## config.mk

```make
export PLATFORM = sky130hd
export DESIGN_NAME = op_dispatch_demux
export DESIGN_NICKNAME = d
export VERILOG_FILES = /design/src/rtl/op_dispatch_pkg.sv /design/src/rtl/op_dispatch_slot.sv /design/src/rtl/op_dispatch_demux.sv
export SDC_FILE = /design/constraint.sdc
export NUM_CORES = 1
export LEC_CHECK = 0
export CORE_ASPECT_RATIO = 1.4
export CORE_MARGIN = 10
export CORE_UTILIZATION = 28
export CTS_CLUSTER_SIZE = 40
export DETAILED_ROUTE_END_ITERATION = 16
export PLACE_DENSITY = 0.61
export SLEW_MARGIN = 5
export SYNTH_ARGS = -nofsm -noshare
export SYNTH_HDL_FRONTEND = slang
export SYNTH_HIERARCHICAL = 1
export SYNTH_SLANG_ARGS = --single-unit
```

## constraint.sdc

```tcl
create_clock -name clk -period 1.3 [get_ports clk]
set_clock_uncertainty 0.15 [all_clocks]
set_input_delay 0.26 -clock clk [delete_from_list [all_inputs] [get_ports clk]]
set_output_delay 0.26 -clock clk [all_outputs]
set_load 0.02 [all_outputs]
```

## src/rtl/op_dispatch_pkg.sv

```systemverilog
// Shared types and constants for the op_dispatch demultiplexer.
// Only the channel counters (built with OP_DISPATCH_STATS_EN) use STAT_W and sat_inc.
package op_dispatch_pkg;

    typedef enum logic [1:0] {
        OP_ADD = 2'd0,
        OP_SUB = 2'd1,
        OP_AND = 2'd2,
        OP_OR  = 2'd3
    } op_ch_e;

    localparam int DEF_N_CH   = 4;
    localparam int DEF_DATA_W = 8;
    localparam int STAT_W     = 16;

    function automatic logic [STAT_W-1:0] sat_inc(input logic [STAT_W-1:0] v);
        return (v == '1) ? v : v + STAT_W'(1);
    endfunction

endpackage

```

## src/rtl/op_dispatch_slot.sv

```systemverilog
// One-entry holding register for a single dispatch channel, with load/drain handshake.
// With OP_DISPATCH_STATS_EN defined it also keeps a saturating accept counter.
module op_dispatch_slot
    import op_dispatch_pkg::*;
#(
    parameter int DATA_W = DEF_DATA_W
) (
    input  logic              clk,
    input  logic              rst,
    input  logic              load,
    input  logic [DATA_W-1:0] load_data,
    input  logic              out_ready,
    output logic              out_valid,
    output logic [DATA_W-1:0] out_data
`ifdef OP_DISPATCH_STATS_EN
    ,
    output logic [STAT_W-1:0] stat_cnt
`endif
);

    logic              valid_q, valid_d;
    logic [DATA_W-1:0] data_q, data_d;

    // A load wins over a drain so a simultaneous load/drain keeps the slot FULL.
    always_comb begin
        valid_d = valid_q;
        data_d  = data_q;
        if (load) begin
            valid_d = 1'b1;
            data_d  = load_data;
        end else if (valid_q && out_ready) begin
            valid_d = 1'b0;
        end
    end

    always_ff @(posedge clk) begin
        if (rst) begin
            valid_q <= 1'b0;
            data_q  <= '0;
        end else begin
            valid_q <= valid_d;
            data_q  <= data_d;
        end
    end

    assign out_valid = valid_q;
    assign out_data  = data_q;

`ifdef OP_DISPATCH_STATS_EN
    logic [STAT_W-1:0] cnt_q, cnt_d;

    always_comb begin
        cnt_d = cnt_q;
        if (load) begin
            cnt_d = sat_inc(cnt_q);
        end
    end

    always_ff @(posedge clk) begin
        if (rst) begin
            cnt_q <= '0;
        end else begin
            cnt_q <= cnt_d;
        end
    end

    assign stat_cnt = cnt_q;
`endif

endmodule

```

## src/rtl/op_dispatch_demux.sv

```systemverilog
// Registered 1-to-N_CH dispatch demultiplexer with per-channel valid/ready slots.
// Optional per-channel accept counters are enabled by defining OP_DISPATCH_STATS_EN.
module op_dispatch_demux
    import op_dispatch_pkg::*;
#(
    parameter  int N_CH   = DEF_N_CH,
    parameter  int DATA_W = DEF_DATA_W,
    localparam int SEL_W  = $clog2(N_CH)
) (
    input  logic                     clk,
    input  logic                     rst,
    input  logic                     in_valid,
    output logic                     in_ready,
    input  logic [SEL_W-1:0]         in_sel,
    input  logic [DATA_W-1:0]        in_data,
    output logic [N_CH-1:0]          out_valid,
    input  logic [N_CH-1:0]          out_ready,
    output logic [N_CH*DATA_W-1:0]   out_data,
    output logic                     sel_err,
    input  logic                     err_clr,
    output logic                     busy
`ifdef OP_DISPATCH_STATS_EN
    ,
    output logic [N_CH*STAT_W-1:0]   stat_cnt
`endif
);

    logic [N_CH-1:0] load;
    logic            sel_hit;
    logic            oob_accept;
    logic            sel_err_q, sel_err_d;

    // An out-of-range select matches no slot, so in_ready stays 1 and the command is dropped.
    always_comb begin
        in_ready = 1'b1;
        sel_hit  = 1'b0;
        load     = '0;
        for (int k = 0; k < N_CH; k++) begin
            if (in_sel == SEL_W'(k)) begin
                sel_hit  = 1'b1;
                in_ready = !out_valid[k] || out_ready[k];
            end
        end
        for (int k = 0; k < N_CH; k++) begin
            load[k] = in_valid && in_ready && (in_sel == SEL_W'(k));
        end
        oob_accept = in_valid && !sel_hit;
        sel_err_d  = sel_err_q;
        if (oob_accept) begin
            sel_err_d = 1'b1;
        end else if (err_clr) begin
            sel_err_d = 1'b0;
        end
    end

    always_ff @(posedge clk) begin
        if (rst) begin
            sel_err_q <= 1'b0;
        end else begin
            sel_err_q <= sel_err_d;
        end
    end

    for (genvar k = 0; k < N_CH; k++) begin : g_slot
        op_dispatch_slot #(
            .DATA_W(DATA_W)
        ) u_slot (
            .clk      (clk),
            .rst      (rst),
            .load     (load[k]),
            .load_data(in_data),
            .out_ready(out_ready[k]),
            .out_valid(out_valid[k]),
            .out_data (out_data[k*DATA_W +: DATA_W])
`ifdef OP_DISPATCH_STATS_EN
            ,
            .stat_cnt (stat_cnt[k*STAT_W +: STAT_W])
`endif
        );
    end

    assign sel_err = sel_err_q;
    assign busy    = |out_valid;

endmodule

```

# --- After elaboration in Yosys (flattened, before gate mapping) ---
# Index checks and enable logic that the tools add are counted.
word_totals:
  register_bits: 37
  latchBits: 0
  ram_bits: 0
  romBits: 0
  output_inout_bits: 39
  elab_cells: 56
  n_memories: 0
op_classes:
  n_addsub: 0
  n_mul: 0
  n_div: 0
  magnitude_cmp: 0
  eq_ne: 3
  shifts: 0
  muxes: 18
  n_bitwise: 0
  n_reduce_logical: 26
ops:
  columns: ["cell", "count"]
  rows:
  - ["$mux W1", 18]
  - ["$logic_and A1 B1 Y1", 10]
  - ["$reduce_bool A2 Y1", 5]
  - ["$logic_not A1 Y1", 5]
  - ["$eq A2 B2 Y1 const B", 2]
  - ["$logic_or A1 B1 Y1", 4]
  - ["$reduce_or A4 Y1", 1]
  - ["$eq A2 B1 Y1 const B", 1]
  - ["$logic_not A2 Y1", 1]

# --- Logic depth before layout (Yosys ltp) ---
# Gate-level depths: netlist of the first run.
depth:
  word_depth: 9
  ltp_mapped: 5
  depth_no_buf: 4

# --- By module ---
# The synthesis of the first run kept the hierarchy.
by_module_without_submodules:
  columns: ["module", "instances", "cells_each", "area_each_um2", "seq_area_each_um2"]
  rows:
  - ["op_dispatch_slot", 4, 30, 321.6, 180.2]
  - ["op_dispatch_demux", 1, 12, 122.6, 20.0]

# --- Least setup slack after synthesis of the first run ---
# OpenSTA, ideal clock, no wires.
synth_timing:
  path_type: "reg2out"
  from: "reg g_slot[3].u_slot.valid_q"
  to: "out in_ready"
  arrival_time_ps: 1075
  t_required_ps: 890
  path_slack_ps: -185
  stages_incl_launch_ff: 3
  path_cell_list: "dfxtp_1 nand2b_1 mux4_2"
synth_between:
  elab_chain_len: 3
synth_rtl:
  columns: ["element", "line", "source"]
  rows:
  - ["start: declaration", "op_dispatch_slot.sv:21", "logic valid_q, valid_d;"]
  - ["start signal: assignment", "op_dispatch_slot.sv:41", "valid_q <= valid_d;"]
  - ["$logic_not A1 Y1", "op_dispatch_demux.sv:41", "in_ready = !out_valid[k] || out_ready[k];"]
  - ["$logic_or A1 B1 Y1", "op_dispatch_demux.sv:41", null]
  - ["$mux W1", "op_dispatch_demux.sv:39", "if (in_sel == SEL_W'(k)) begin"]
  - ["end: declaration", "op_dispatch_demux.sv:13", "output logic in_ready,"]
# No other way between the ends.

# --- Worst setup path after layout of the first run ---
layout_timing:
  from: "reg g_slot[0].u_slot.valid_q"
  to: "out in_ready"
layout_between:
  elab_chain_len: 6
layout_rtl:
  columns: ["element", "line"]
  rows:
  - ["start: declaration", "op_dispatch_slot.sv:21"]
  - ["start signal: assignment", "op_dispatch_slot.sv:41"]
  - ["$logic_not A1 Y1", "op_dispatch_demux.sv:41"]
  - ["$logic_or A1 B1 Y1", "op_dispatch_demux.sv:41"]
  - ["$mux W1 (4 in a row)", "op_dispatch_demux.sv:39"]
# No other way between the ends.

==> results of run 1 <==
## metal layers
layer  part of all wire  track usage
met2               0.52        0.186
met5                  0            0
met3              0.068       0.0398
met4              0.033       0.0619
met1               0.38        0.114
## worst min path at each step
stage | startpoint | endpoint | slack, ps | depth (start not counted)
5_1_grt | out_ready[3] | g_slot[3].u_slot/out_valid | 230 | 3
3_5_place_dp | sel_err | sel_err | 320 | 1
6_report | out_ready[3] | g_slot[3].u_slot/out_valid | 240 | 3
2_1_floorplan | err_clr | sel_err | 190 | 1
4_1_cts | out_ready[3] | g_slot[3].u_slot/out_valid | 220 | 3
3_3_place_gp | sel_err | sel_err | 310 | 1
## sequential cells by signal, indices dropped and copies added, names as in the netlist
signal,cells
sel_err,1
g_slot.u_slot/out_valid,4
g_slot.u_slot/out_data,32
## timing repair
item | CTS | global route
hold buffers | 0 | 0
endpoints found under the setup margin | 75 | 42
buffers inserted | 5 | 5
gates resized for setup | 188 | 13
gates cloned | 3 | 0
pin swaps | 4 | 6
## logic make-up after synthesis
kind of cell,share of synthesized area
flops,0.526
buf+inv,0.0568
simple gates,0.160
compound gates,0.0142
mux,0.243
## synthesized netlist by cell type, drive strengths merged
library cell,count
mux4,1
and4b,2
inv,4
nor2,32
or4,1
dfxtp,37
clkbuf,4
mux2i,32
nand2b,8
buf,4
nor3b,1
and4,1
nor4bb,1
a21oi,4
## power by group through the flow
stage	sequential [mW]	clock (mW)	combinational, mW
2_1_floorplan	1.26	0	0.127
3_3_place_gp	1.21	0	0.383
3_5_place_dp	1.21	0	0.390
4_1_cts	1.19	0.777	0.405
5_1_grt	1.19	0.835	0.419
6_report	1.19	0.742	0.389
## worst register-to-register path, delay by kind of cell, from the launching register on
kind | cells | cell delay, ps
DFF | 1 | 360
muxes | 1 | 210
buffers and inverters | 2 | 280
and+or+nand+nor | 3 | 420
## final cells by class
cell class                      count  area, um2  share of cell area
Sequential cell                    37        756               0.333
Timing Repair Buffer               81        684               0.302
Multi-Input combinational cell     83        651               0.287
Tap cell                           64       80.1              0.0353
Clock buffer                        6       72.6              0.0320
Inverter                            4       15.0             0.00662
Clock inverter                      2       10.0             0.00441
## through the flow
| stage | worst slack, ps | cells | setup TNS (ps) |
|---|---|---|---|
| after global placement | -950 | 261 | -22070 |
| after detailed placement | -966 | 261 | -23200 |
| after global routing | -484 | 277 | -6090 |
| after floorplan | -78.9 | 132 | -118 |
| final | -437 | 277 | -3650 |
| after CTS | -445 | 276 | -4670 |
==> metrics.md, run 1 <==
| Metric | Value |
|---|---|
| Worst vdd ir | `723 uV` |
| Max-cap violations | `0` |
| Final Instance Area | `2270 um2` |
| Antenna Nets Post-Route | `0` |
| Total GRT Usage | `0.111` |
| Worst R2R End | `g_slot[0].u_slot/out_data[7]` |
| CP top delay family | `multiplexers` |
| Layout cells sized above 1 | `0.418` |
| End of the critical path | `in_ready` |
| Share of power burned in combinational logic | `0.167` |
| Slew Viols, Final | `0` |
| Unique masters post-synth | `14` |
| Worst-margin pin slew | `328 ps` |
| R2R Setup Slk | `-230 ps` |
| Sw frac | `0.251` |
| Synth top area share | `0.526` |
| Worst Setup Path Type | `flop to output port` |
| HP Class | `input port to flop` |
| Reg-to-reg startpoint | `g_slot[0].u_slot/out_valid` |
| Filler cells | `496` |
| Hold WS | `240 ps` |
| First-pass GRT wire length | `7090 um` |
| Ys Warns | `6` |
| Antenna violations before repair | `0` |
| Commonest non-fill, non-tap cells in the layout | `dfxtp_1 (33), buf_2 (33), nor2_1 (32)` |
| Antenna cells | `0` |
| Gpl congestion | `0.799` |
| Fmax | `0.576 GHz` |
| Slowest stage delay, CP | `460 ps` |
| PortBufs | `56` |
| Setup violators final | `33` |
| CP arrival | `1330 ps` |
| Drt first pass iters | `4` |
| Layout Area Growth over Synthesis | `61.0%` |
| Worst path depth | `3` |
| Root buffer cell | `clkbuf_8` |
| DRC Markers | `0` |
| Clk network pwr share | `0.320` |
| Num CTS Buffers | `5` |
| Leakage | `1.01 nW` |
| Synth Register Bits | `37` |
| Worst Setup SP | `g_slot[0].u_slot/out_valid` |
| Total routed wirelength | `4370 um` |
| Vias in the first global route | `1,368` |
| Average size of a mapped cell | `10.7 um2` |
| Total power draw | `2.32 mW` |
| Clk slew on worst S/H paths | `70 ps` |
| Synth Instances | `132` |
| Failing checks | `negative setup slack` |
| Seq/Total Area, Yosys | `0.526` |
| NetSw | `582 uW` |
| Critical Path RT | `890 ps` |
| Worst Path Max Fanout | `3` |
| CTS tree | `done` |
| Core box area | `4880 um2` |
| Vias/cell | `4.45` |
| Initial Utilization | `0.289` |
| Largest net degree at the start of global routing | `23` |
| Sequential fraction of design power | `0.513` |
| Chip width | `80.0 um` |
| Clk buf depth | `2` |
| Worst skew pair latency | `280 ps` |
| I/O Pins | `57` |
| Status | `finished with violations` |
| Worst Reg-to-Reg Cells | `6` |
| Remaining global-route overflow | `0` |
| Iter 0 DRT Violations | `33` |
| Int Pwr | `1.74 mW` |
| Finished Core Util | `0.465` |
| DR vias | `1,234` |
| Mapped Area | `1410 um2` |
| Tcrit/Tclk final | `1.34` |
| Tmin final | `1740 ps` |
| Net Count, Synth | `150` |
| RSZ-0062 raised after global routing | `true` |
| Full die area | `8310 um2` |
| DIE HEIGHT | `104 um` |
| Final hold violations | `0` |
| Slowest-stage cell, CP | `mux4_2` |
| Crit path launch type | `flop` |
| Dpl hpwl | `3270 um` |
| Cell Chain, Critical Path | `nand2b_4, mux4_2, buf_6` |
| Final WS setup | `-437 ps` |
| Pwr dens | `1020 nW/um2` |
| Crit end category | `output port` |
| Main area contributors after synthesis | `dfxtp_1 (53%), mux2i_1 (23%), nor2_1 (8.5%)` |
| Area leader, netlist | `dfxtp_1` |
| Cell row count | `30` |
| Crit path buf inv count | `1` |
| DR WL/cell | `15.8 um` |
| H-tree depth | `2` |
| Clk sink count | `37` |
| Nets | `230` |
| Area of placed instances | `2200 um2` |
| Rel. slew slack | `0.781` |
(Power assumes the default switching activity.)
==> run 2, diff against run 1 <==
Settings changed: CORE_MARGIN 10 to 1.5, PLACE_DENSITY 0.61 to not set.
==> metrics.md, run 2 (same netlist as run 1, synthesis figures left out) <==
| Metric | Value |
|---|---|
| Status | `finished with violations (unchanged)` |
| Failing checks | `negative setup slack (unchanged)` |
| CP arrival | `1320 ps (was 1330 ps)` |
| Vias in the first global route | `1,312 (was 1,368)` |
| Chip width | `63.0 um (was 80.0 um)` |
| HP Class | `input port to flop (unchanged)` |
| Root buffer cell | `clkbuf_8 (unchanged)` |
| DRC Markers | `0 (unchanged)` |
| Worst vdd ir | `540 uV (was 723 uV)` |
| Met2 usage | `0.287 (was 0.186)` |
| Placed Cells | `259 (was 261)` |
| Worst path depth | `3 (unchanged)` |
| WHS Path Cells | `3 (unchanged)` |
| Iter 0 DRT Violations | `27 (was 33)` |
| Met1 usage | `0.165 (was 0.114)` |
| Filler cells | `474 (was 496)` |
| Clk buf depth | `2 (unchanged)` |
| Slowest-stage cell, CP | `mux4_2 (unchanged)` |
| Layout Area Growth over Synthesis | `62.0% (was 61.0%)` |
| PortBufs | `56 (unchanged)` |
| Worst Setup SP | `g_slot[3].u_slot/out_valid (was g_slot[0].u_slot/out_valid)` |
| Layout cells sized above 1 | `0.408 (was 0.418)` |
| Crit end category | `output port (unchanged)` |
| Nets | `230 (unchanged)` |
| Antenna cells | `0 (unchanged)` |
| Num CTS Buffers | `5 (unchanged)` |
| M3 GR Usage | `0.0388 (was 0.0398)` |
| Worst hold start | `out_ready[3] (unchanged)` |
| Crit path buf inv count | `1 (unchanged)` |
| I/O Pins | `57 (unchanged)` |
| Drt first pass iters | `4 (unchanged)` |
| Max reg flops | `32 (unchanged)` |
| Clk slew on worst S/H paths | `70 ps (about the same)` |
| Gpl congestion | `0.776 (was 0.799)` |
| Total area of sequential cells | `756 um2 (unchanged)` |
| Rel. slew slack | `0.822 (was 0.781)` |
| Pwr dens | `1020 nW/um2 (about the same)` |
| First-pass GRT wire length | `6470 um (was 7090 um)` |
| Total GRT Usage | `0.154 (was 0.111)` |
| Non-Filler Instances | `277 (unchanged)` |
| Antenna Nets Post-Route | `0 (unchanged)` |
| Worst Setup Path Type | `flop to output port (unchanged)` |
| DR WL/cell | `14.5 um (was 15.8 um)` |
| Slew Viols, Final | `0 (unchanged)` |
| Remaining global-route overflow | `0 (unchanged)` |
| Worst Reg-to-Reg Cells | `7 (was 6)` |
| Final WS setup | `-427 ps (was -437 ps)` |
| Clk sink count | `37 (unchanged)` |
| Max-cap violations | `0 (unchanged)` |
| Reg-to-reg startpoint | `g_slot[0].u_slot/out_valid (unchanged)` |
| Final hold violations | `0 (unchanged)` |
| Dpl hpwl | `2740 um (was 3270 um)` |
| RSZ-0062 raised after global routing | `true (unchanged)` |
| Initial Utilization | `0.291 (was 0.289)` |
| Gr busiest metal | `met2 (unchanged)` |
| Total routed wirelength | `4010 um (was 4370 um)` |
| Worst-margin pin slew | `267 ps (was 328 ps)` |
| Vias/cell | `4.40 (was 4.45)` |
| Full die area | `5470 um2 (was 8310 um2)` |
| Fmax | `0.579 GHz (was 0.576 GHz)` |
| Commonest non-fill, non-tap cells in the layout | `buf_2 (34), dfxtp_1 (33), nor2_1 (32) (was dfxtp_1 (33), buf_2 (33), nor2_1 (32))` |
| Core box area | `4840 um2 (was 4880 um2)` |
| Final setup TNS | `-3710 ps (was -3650 ps)` |
| Tcrit/Tclk final | `1.33 (was 1.34)` |
| Hold WS | `257 ps (was 240 ps)` |
| Worst Path Max Fanout | `3 (unchanged)` |
| Tmin final | `1730 ps (was 1740 ps)` |
| Critical Path RT | `890 ps (about the same)` |
| Multi-input gate area | `652 um2 (was 651 um2)` |
| DIE HEIGHT | `86.9 um (was 104 um)` |
| CTS tree | `done (unchanged)` |
| H-tree depth | `2 (unchanged)` |
| Largest net degree at the start of global routing | `23 (unchanged)` |
| DR vias | `1,220 (was 1,234)` |
| Worst skew pair latency | `280 ps (about the same)` |
| Cell Chain, Critical Path | `nand2b_4, mux4_2, buf_6 (unchanged)` |
| Slowest stage delay, CP | `470 ps (was 460 ps)` |
| Leakage | `1.01 nW (about the same)` |
| Antenna violations before repair | `0 (unchanged)` |
| Cell row count | `30 (unchanged)` |
| Crit path launch type | `flop (unchanged)` |
| Setup violators final | `36 (was 33)` |
| Commonest non-fill, non-tap cell in the layout | `buf_2` |
| CP top delay family | `multiplexers (unchanged)` |
## run 2: cell type report
| type | count | share of cell area |
|---|---|---|
| Clock buffer | 8 | 0.0351 |
| Inverter | 4 | 0.00768 |
| Multi-Input combinational cell | 83 | 0.286 |
| Sequential cell | 37 | 0.331 |
| Tap cell | 64 | 0.0351 |
| Timing Repair Buffer | 81 | 0.305 |
## run 2: what timing repair did
item                                    CTS  global route
pin swaps                                 4            12
setup buffers                             5             5
endpoints found under the setup margin   75            55
hold buffers                              0             0
gates resized for setup                 174            24
gates cloned                              3             1
## run 2: path summary, 6_finish.rpt
kind | endpoint | slack [ps]
max | in_ready | -430
min | g_slot[3].u_slot/out_valid | 260
max reg2reg | g_slot[0].u_slot/out_data[2] | -240
min reg2reg | sel_err | 320
## run 2: per-layer routing
layer | wire length [um] | part of all wire | vias to the layer above
met5 | 0 | 0 | -
met4 | 40 | 0.010 | 0
met3 | 169 | 0.042 | 2
met2 | 2200 | 0.55 | 36
met1 | 1590 | 0.40 | 578
li1 | - | - | 604
## run 2: stage by stage
stage / util / setup slack [ps] / power, mW / cell area, um2
after global routing: 0.471 / -471 / 2.45 / 2280
after floorplan: - / -78.9 / 1.39 / 1440
after CTS: 0.491 / -443 / 2.38 / 2380
final: 0.471 / -427 / 2.33 / 2280
after detailed placement: 0.453 / -968 / 1.60 / 2190
after global placement: 0.453 / -936 / 1.59 / 2190
## run 2: worst reg2reg max path: stages (launching register included)
cell and delay, ps:
dfxtp_4 360, nand2b_4 70, buf_6 90, nor4bb_4 240, buf_4 180, clkbuf_16 130
mux2i_1 170, nor2_1 60
## run 2: power by group
| group | switching, mW | internal (mW) |
|---|---|---|
| Combinational | 0.188 | 0.208 |
| Clock | 0.367 | 0.381 |
| Sequential | 0.0230 | 1.17 |
